## config.mk

```make
export PLATFORM = sky130hd
export DESIGN_NAME = vx_exe_issue_arbiter
export DESIGN_NICKNAME = d
export VERILOG_FILES = /design/src/rtl/vx_exe_issue_arbiter.sv
export SDC_FILE = /design/constraint.sdc
export NUM_CORES = 1
export LEC_CHECK = 0
export BUFFER_PORTS_ARGS = -buffer_cell sky130_fd_sc_hd__buf_2
export CAP_MARGIN = 20
export CORE_AREA = 2 2 128 130
export DETAILED_ROUTE_END_ITERATION = 8
export DIE_AREA = 0 0 130 132
export GPL_TIMING_DRIVEN = 0
export PLACE_DENSITY = 0.58
export RECOVER_POWER = 50
export SETUP_SLACK_MARGIN = 0.3
export SLEW_MARGIN = 20
export SYNTH_ARGS = -nofsm -noshare
export SYNTH_HDL_FRONTEND = slang
export SYNTH_SLANG_ARGS = --single-unit
```

## constraint.sdc

```tcl
create_clock -name clk -period 4.85 [get_ports clk]
set_input_delay 0.97 -clock clk [delete_from_list [all_inputs] [get_ports clk]]
set_output_delay 0.97 -clock clk [all_outputs]
set_load 0.005 [all_outputs]
```

## src/rtl/vx_exe_issue_arbiter.sv

```systemverilog
// vx_exe_issue_arbiter
// Round-robin arbiter that funnels NUM_REQS issue-slot dispatch streams into
// one execute-unit input through a single registered output stage. The output
// beat carries the index of the slot that produced it.
// Optional build macro: VX_EXE_ARB_PERF_EN adds 32-bit stall/grant counters.

module vx_exe_issue_arbiter #(
  parameter  int NUM_REQS = 4,
  parameter  int DATAW    = 64,
  localparam int TAGW     = (NUM_REQS > 1) ? $clog2(NUM_REQS) : 1
) (
  input  logic                      clk,
  input  logic                      reset,
  input  logic [NUM_REQS-1:0]       in_valid,
  input  logic [NUM_REQS*DATAW-1:0] in_data,
  output logic [NUM_REQS-1:0]       in_ready,
  output logic                      out_valid,
  output logic [DATAW-1:0]          out_data,
  output logic [TAGW-1:0]           out_tag,
  input  logic                      out_ready
`ifdef VX_EXE_ARB_PERF_EN
  ,
  output logic [31:0]               perf_stall_cycles,
  output logic [31:0]               perf_grants
`endif
);

  // Slot visited at position k of the rotated scan starting at base.
  function automatic logic [TAGW-1:0] rot_idx(input logic [TAGW-1:0] base, input int k);
    int s;
    s = int'(base) + k;
    if (s >= NUM_REQS) begin
      s = s - NUM_REQS;
    end else begin
      s = s;
    end
    return TAGW'(s);
  endfunction

  logic                 out_valid_r;
  logic [DATAW-1:0]     out_data_r;
  logic [TAGW-1:0]      out_tag_r;
  logic [TAGW-1:0]      ptr_r;

  logic                 en_s;
  logic                 grant_valid_s;
  logic [TAGW-1:0]      grant_idx_s;
  logic [TAGW-1:0]      ptr_next_s;
  logic [NUM_REQS-1:0]  in_ready_s;

  // The stage can take a new beat when empty or when its current beat retires.
  assign en_s = !out_valid_r || out_ready;

  // Rotated priority scan: first valid slot at or after the pointer wins.
  always_comb begin
    grant_valid_s = 1'b0;
    grant_idx_s   = '0;
    for (int k = 0; k < NUM_REQS; k++) begin
      if (!grant_valid_s && in_valid[rot_idx(ptr_r, k)]) begin
        grant_valid_s = 1'b1;
        grant_idx_s   = rot_idx(ptr_r, k);
      end else begin
        grant_valid_s = grant_valid_s;
      end
    end
  end

  // One-hot accept for the winner; nothing accepted while stalled or in reset.
  always_comb begin
    in_ready_s = '0;
    for (int i = 0; i < NUM_REQS; i++) begin
      if (!reset && en_s && grant_valid_s && (grant_idx_s == TAGW'(i))) begin
        in_ready_s[i] = 1'b1;
      end else begin
        in_ready_s[i] = 1'b0;
      end
    end
  end

  // Pointer moves to the slot just after the winner, wrapping to zero.
  always_comb begin
    if (grant_idx_s == TAGW'(NUM_REQS - 1)) begin
      ptr_next_s = '0;
    end else begin
      ptr_next_s = grant_idx_s + TAGW'(1);
    end
  end

  // Output register and priority pointer; a reset discards any held beat.
  always_ff @(posedge clk or posedge reset) begin
    if (reset) begin
      out_valid_r <= 1'b0;
      out_data_r  <= '0;
      out_tag_r   <= '0;
      ptr_r       <= '0;
    end else if (en_s) begin
      if (grant_valid_s) begin
        out_valid_r <= 1'b1;
        out_data_r  <= in_data[grant_idx_s*DATAW +: DATAW];
        out_tag_r   <= grant_idx_s;
        ptr_r       <= ptr_next_s;
      end else begin
        out_valid_r <= 1'b0;
      end
    end
  end

  assign in_ready  = in_ready_s;
  assign out_valid = out_valid_r;
  assign out_data  = out_data_r;
  assign out_tag   = out_tag_r;

`ifdef VX_EXE_ARB_PERF_EN
  logic [31:0] perf_stall_r;
  logic [31:0] perf_grants_r;

  // Count cycles with pending requests blocked by a stalled output, and grants.
  always_ff @(posedge clk or posedge reset) begin
    if (reset) begin
      perf_stall_r  <= 32'd0;
      perf_grants_r <= 32'd0;
    end else begin
      if ((|in_valid) && !en_s) begin
        perf_stall_r <= perf_stall_r + 32'd1;
      end
      if (en_s && grant_valid_s) begin
        perf_grants_r <= perf_grants_r + 32'd1;
      end
    end
  end

  assign perf_stall_cycles = perf_stall_r;
  assign perf_grants       = perf_grants_r;
`endif

endmodule

```

# Word level (Yosys, flattened, before mapping)
# Cells that the tools add are included.
dict set report classes {
  mux 26
  n_shift 1
  n_reduce_logical 17
  add_sub_neg 8
  n_lt_le_gt_ge 8
  n_eq_ne 3
}
# operator count
set op_table {}
lappend op_table {{indexed part select 256 x 9 -> 64 bit} 1}
lappend op_table {{2-to-1 mux 2 bit} 9}
lappend op_table {{2-to-1 mux 1 bit} 13}
lappend op_table {{less-than comparator 2 x 3 -> 1 bit, second input constant} 4}
lappend op_table {{greater-or-equal comparator 3 bit, second input constant} 3}
lappend op_table {{logical AND 1 bit} 9}
lappend op_table {{binary-select mux 1 bit (select 2 bit)} 4}
lappend op_table {{subtractor 2 x 1 -> 2 bit, second input constant} 4}
lappend op_table {{adder 2 x 2 -> 3 bit, second input constant} 2}
lappend op_table {{zero test 1 bit} 5}
lappend op_table {{== test 2 bit, second input constant} 2}
lappend op_table {{adder 2 x 1 -> 3 bit, second input constant} 1}
lappend op_table {{greater-or-equal comparator 2 x 3 -> 1 bit, second input constant} 1}
lappend op_table {{adder 2 x 1 -> 2 bit, second input constant} 1}
lappend op_table {{== test 2 x 1 -> 1 bit, second input constant} 1}
lappend op_table {{zero test 2 bit} 1}
lappend op_table {{AND reduction 2 bit} 1}
lappend op_table {{logical OR 1 bit} 1}
dict set report word_totals {
  input_bits 263
  word_cells 67
  output_inout_bits 71
  register_bits 69
}

# Logic depth before layout (Yosys ltp)
# Gate-level depths: netlist (run 1).
dict set report depth {
  ltp_word 17
  mapped_depth 7
  depth_no_buf 4
}

# Worst setup path before layout (run 1)
# Ideal clock, no wire load.
dict set report synth_timing {
  path_type {input to output}
  from {in reset}
  to {out in_ready[0]}
  setup_slack_ns 1.099
  arrival_time_ns 2.781
  stages 2
  t_required_ns 3.880
  path_buffers 0
  cell_sequence {inv_1 -> and3_1}
}
dict set report synth_via {
  elab_chain_cells 5
}
# item line_no
set synth_lines {}
lappend synth_lines {{start: declaration} 13} ;# input logic reset,
lappend synth_lines {{zero test 1 bit (no source line)} --}
lappend synth_lines {{logical AND 1 bit (3 in series)} 72} ;# if (!reset && en_s && grant_valid_s && (grant_idx_s == TAGW'(i))) begin
lappend synth_lines {{2-to-1 mux 1 bit} 72}
lappend synth_lines {{end: declaration} 16} ;# output logic [NUM_REQS-1:0] in_ready,
# Every way passes these cells.

# Worst setup path in the final report (run 1)
# Same ends and word-level chain as after synthesis.

==> results of run 1 <==
per-stage QoR:
step	power [mW]	TNS [ps]	std cells	util, %
after CTS	2.53	0	1133	43.5
after global placement	1.71	-21.3	1116	41.0
final	2.50	0	1134	43.3
after floorplan	1.28	0	570	-
after global routing	2.65	0	1134	43.3
after detailed placement	1.71	0	1117	41.2
cell families (layout without fill, tap and decap cells):
family                 count (synthesis)  in the layout  synth area share [%]
buffers and inverters                 72            419                  8.03
other                                  0              1                     0
flip-flops                            69             69                  38.2
AO/OA/AOI/OAI                        276            276                  36.5
AND/OR/NAND/NOR                      152            152                  17.1
multiplexers                           1              1                 0.221
state kept, by name, indices dropped and copies added, names as in the netlist:
signal	flops
out_data	64
out_tag	2
out_valid	1
ptr_r	2
Yosys cell counts (all sizes together):
library cell	n
a21oi	70
and4b	1
and3	66
o21a	1
a22oi	64
o22ai	2
or2	1
a21o	2
clkbuf	34
a31oi	64
nor3	5
mux2i	1
inv	3
a211o	1
nand2b	3
nand2	5
nor4	1
dfrtp	69
nor2b	2
o21ai	69
nand3	1
o211a	2
o21bai	1
nor2	67
buf	35
worst paths after layout:
kind,depth (start not counted),slack (ps),to,startpoint
min in group asynchronous,2,890,out_data[23],reset
max in group asynchronous,3,3190,out_data[57],reset
hold / removal,1,480,out_tag[0],out_tag[0]
hold reg to reg,1,480,out_tag[0],out_tag[0]
setup / recovery,5,950,in_ready[0],reset
setup reg to reg,6,2890,out_data[15],ptr_r[0]
power by group through the flow:
stage | Clock [mW] | Sequential (mW) | Combinational (mW)
after CTS | 0.821 | 0.786 | 0.920
after detailed placement | 0 | 0.794 | 0.919
after global routing | 0.845 | 0.805 | 1.00
after global placement | 0 | 0.792 | 0.917
final | 0.804 | 0.788 | 0.904
after floorplan | 0 | 0.805 | 0.477
per-layer routing:
metal,vias to the layer above,track usage (%),share of wire (%)
met5,-,0,0
met4,0,10.4,3.0
met3,45,5.76,8.9
met2,283,39.2,48
met1,2770,29.5,40
li1,2829,-,-
final cells by class:
type / count / area (um^2) / share of cell area [%]
inverter: 3 / 12.5 / 0.184
timing repair buffer: 331 / 1650 / 24.3
multi-input combinational: 429 / 2420 / 35.7
antenna: 1 / 2.50 / 0.0368
buffer: 69 / 352 / 5.17
sequential: 69 / 1730 / 25.4
tap: 216 / 270 / 3.98
clock buffer: 11 / 253 / 3.72
clock inverter: 5 / 106 / 1.56
==> impl_metrics.toml, run 1 <==
[die]
initial_core_util_pct = 28.8
io_pins = 334
fp.dieArea_mm2 = 0.0172
rows = 46
fp.dieH_um = 132
fp.dieW_um = 130
core_area_mm2 = 0.0157

[worst_setup_path]
cp_top_family = "buffers and inverters"
critPathBufInv = 4
cpMostUsedCell = "buf_2"
cp.arrival_ps = 2930
end_kind = "output pin"
crit_path_cell_trace = "buf_2, clkinvlp_2, buf_16, and3_1, buf_2"
worstSetupPathType = "in -> out"
crit_required_ps = 3880
slowest_delay_ps = 940
slowest_stage = "clkinvlp_2"
start_kind = "primary input"
path_max_fanout = 48

[logic_synthesis]
synth_sequential_area_ratio_pct = 38.2
syn_inst = 570
ys_warn_count = 0
synth.area.top_cells = "dfrtp_1 (38%), a22oi_1 (11%), and3_1 (9.1%)"
synth_area_per_cell_um2 = 7.93
synth_area_mm2 = 0.00452
synth_top_area_cell = "dfrtp_1"
syn_nets = 833
yosys.area.top_type_share_pct = 38.2
ys_ff_latch = 69
synth.distinct_cells = 29

[layout]
area_growth_pct = 50.3
nFillCells = 1706
mostFrequentLayoutCells = "buf_2 (332), a21oi_1 (70), dfrtp_1 (69)"
layout_commonest_cell = "buf_2"
drive_gt1_share_pct = 39.5
stdcell_area_mm2 = 0.00680
fin_nets = 1175

[routing]
drt_iter0_drc = 325
drt-total-wl_um = 21100
routed_via_density = 5.23
drc = 0
wl_per_cell_um = 18.6
postRouteAntennaNets = 0
dr.pass1.iters = 6
dr_total_vias = 5927

[sta]
fmax_ghz = 0.256
worst_pin_slew_ps = 1220
setup_slack_ps = 946
layout_min_cycle_time_ps = 3900
hold_viol_final = 0
rsz0062_at_grt = "no"
setup_viol = 0
fin_worst_skew_ps = 10.2
max_slew_margin_pct = 18.2
holdWs_ps = 480
slew_viol_final = 0
fin_crit_sh_pct = 80.5

[clocking]
htree_levels = 3
cts-resized-gates = 0
clkSinkCount = 69
cts_max_path_buffers = 2
numCtsBuffers = 9
ctsHoldBuffers = 0
cts_tree = "built"
post-cts-setup-buffer-count = 0
clk_latency_ps = 340
cts_root_buf = "clkbuf_16"
clkSlewWorstSetupHoldPaths_ps = 60

[outcome]
outcome = "finished, final reports clean"

[pwr]
p_seq_share_pct = 31.6
powerDensity_mw_per_mm2 = 367
p_leak_nw = 3.36
clock_power_share_pct = 32.2
power_switching_uw = 865
p_comb_share_pct = 36.2
swShare_pct = 34.7
p_int_mw = 1.63
ir_drop_v = 0.000150

[placed_design]
place.gp.congestion = 0.823
pre_cts_slack_ps = 1300
post-dp-hpwl_um = 15900
port_buffers = 330
placed_area_mm2 = 0.00647

[grt]
grt_pass1_vias = 5791
grt_max_degree = 49
grt-ovfl-total = 0
grt_use_total_pct = 23.9
grt_pass1_wl_um = 31600
antenna_found_initial = 2

[worst_hold_path]
hold_class = "reg -> reg"

[run]
cap_violations = 0
Power figures use the tool's default switching activity.
==> run 2: changes to the inputs <==
- CORE_AREA: 2 2 128 130 -> 2 2 129 131
- DIE_AREA: 0 0 130 132 -> 0 0 131 133
- clock period: 4.85 -> 3.6 ns (I/O delays scaled with it)
==> impl_metrics.toml, run 2 (synthesis gave the netlist of run 1 again) <==
[die]
rows = 47
fp.dieH_um = 133
core_area_mm2 = 0.0162
fp.dieW_um = 131
io_pins = 334
fp.dieArea_mm2 = 0.0174
initial_core_util_pct = 28.0

[worst_setup_path]
reg2reg_depth = 7
r2r-end = "out_data[2]"
reg2reg_slack_ps = 1690
end_kind = "output pin"
critPathLaunch = "in_valid[3]"
worstSetupPathType = "in -> out"
start_kind = "primary input"
path_max_fanout = 10
reg2reg_from = "ptr_r[1]"
cp.arrival_ps = 2340
crit_required_ps = 2880
endpoint = "in_ready[2]"

[sta]
setup_slack_ps = 539
holdWs_ps = 451
setup_viol = 0
rsz0062_at_grt = "no"
setup_tns_ps = 0
fmax_ghz = 0.327
hold_viol_final = 0
layout_min_cycle_time_ps = 3060
fin_worst_skew_ps = 6.84
slew_viol_final = 35
worst_pin_slew_ps = 2020
fin_crit_sh_pct = 85.0
max_slew_margin_pct = -34.7

[clocking]
clkSinkCount = 69
ctsHoldBuffers = 0
cts-resized-gates = 0
clk_latency_ps = 330
numCtsBuffers = 9
cts_root_buf = "clkbuf_16"
post-cts-setup-buffer-count = 0
cts_max_path_buffers = 2
htree_levels = 3
cts_tree = "built"
clkSlewWorstSetupHoldPaths_ps = 60

[placed_design]
post-dp-hpwl_um = 15900
dp_cells = 1121
place.gp.congestion = 0.908
pre_cts_slack_ps = 472
placed_area_mm2 = 0.00647
port_buffers = 330

[outcome]
violations = "capacitance limit, slew limit"
outcome = "complete, but fails checks"

[routing]
postRouteAntennaNets = 0
routed_via_density = 5.29
drt-total-wl_um = 21000
dr_total_vias = 6015
wl_per_cell_um = 18.5
drt_iter0_drc = 370
dr.pass1.iters = 6
drc = 0

[layout]
area_growth_pct = 48.2
mostFrequentLayoutCells = "buf_2 (332), a21oi_1 (70), dfrtp_1 (69)"
stdcell_area_mm2 = 0.00670
fin_cells = 1137
largest_reg_flops = 64
finish.utilization_pct = 41.4
layout_commonest_cell = "buf_2"
fin_nets = 1175
drive_gt1_share_pct = 39.1

[grt]
grt_pass1_vias = 5672
grt_max_degree = 39
grt_use_total_pct = 23.0
grt_pass1_wl_um = 30700
grt-ovfl-total = 0
antenna_found_initial = 1

[worst_hold_path]
hold_class = "in -> async"

[pwr]
p_total_mw = 3.13
powerDensity_mw_per_mm2 = 467
ir_drop_v = 0.000192
p_leak_nw = 3.32

[run]
cap_violations = 1
[run 2: critical path: stages]
cell	delay, ps
buf_4	150
or2_1	230
a21oi_1	260
buf_2	330
buf_2	260
nor2_1	70
nor3_1	170
buf_2	140
[run 2: how the worst min path moves through the flow]
stage / slack, ps / depth (start not counted) / to / from
global route: 490 / 2 / out_tag[0] / reset
detailed placement: 470 / 2 / out_tag[1] / out_tag[1]
CTS: 450 / 2 / out_data[33] / reset
floorplan: 470 / 2 / out_tag[1] / out_tag[1]
global placement: 460 / 2 / out_tag[1] / out_tag[1]
finish: 450 / 2 / out_data[33] / reset
[run 2: report_power, final]
part           total, mW  internal, mW  switching [mW]
registers           1.07         0.960           0.107
clock network      0.847         0.519           0.329
logic               1.21         0.520           0.692
[run 2: layout make-up]
| cell class | instances | area [um^2] |
|---|---|---|
| Buffer | 69 | 352 |
| Clock inverter | 1 | 5.00 |
| Fill cell | 1738 | 9470 |
| Multi-Input combinational cell | 429 | 2420 |
| Timing Repair Buffer | 331 | 1630 |
| Tap cell | 220 | 275 |
| Clock buffer | 14 | 274 |
| Inverter | 3 | 13.8 |
| Antenna cell | 1 | 2.50 |
| Sequential cell | 69 | 1730 |
[run 2: per-layer routing]
| layer | global-route usage, % | part of all wire, % |
|---|---|---|
| met5 | 0 | 0 |
| met4 | 7.33 | 1.6 |
| met3 | 4.81 | 7.5 |
| met2 | 39.0 | 49 |
| met1 | 29.2 | 42 |
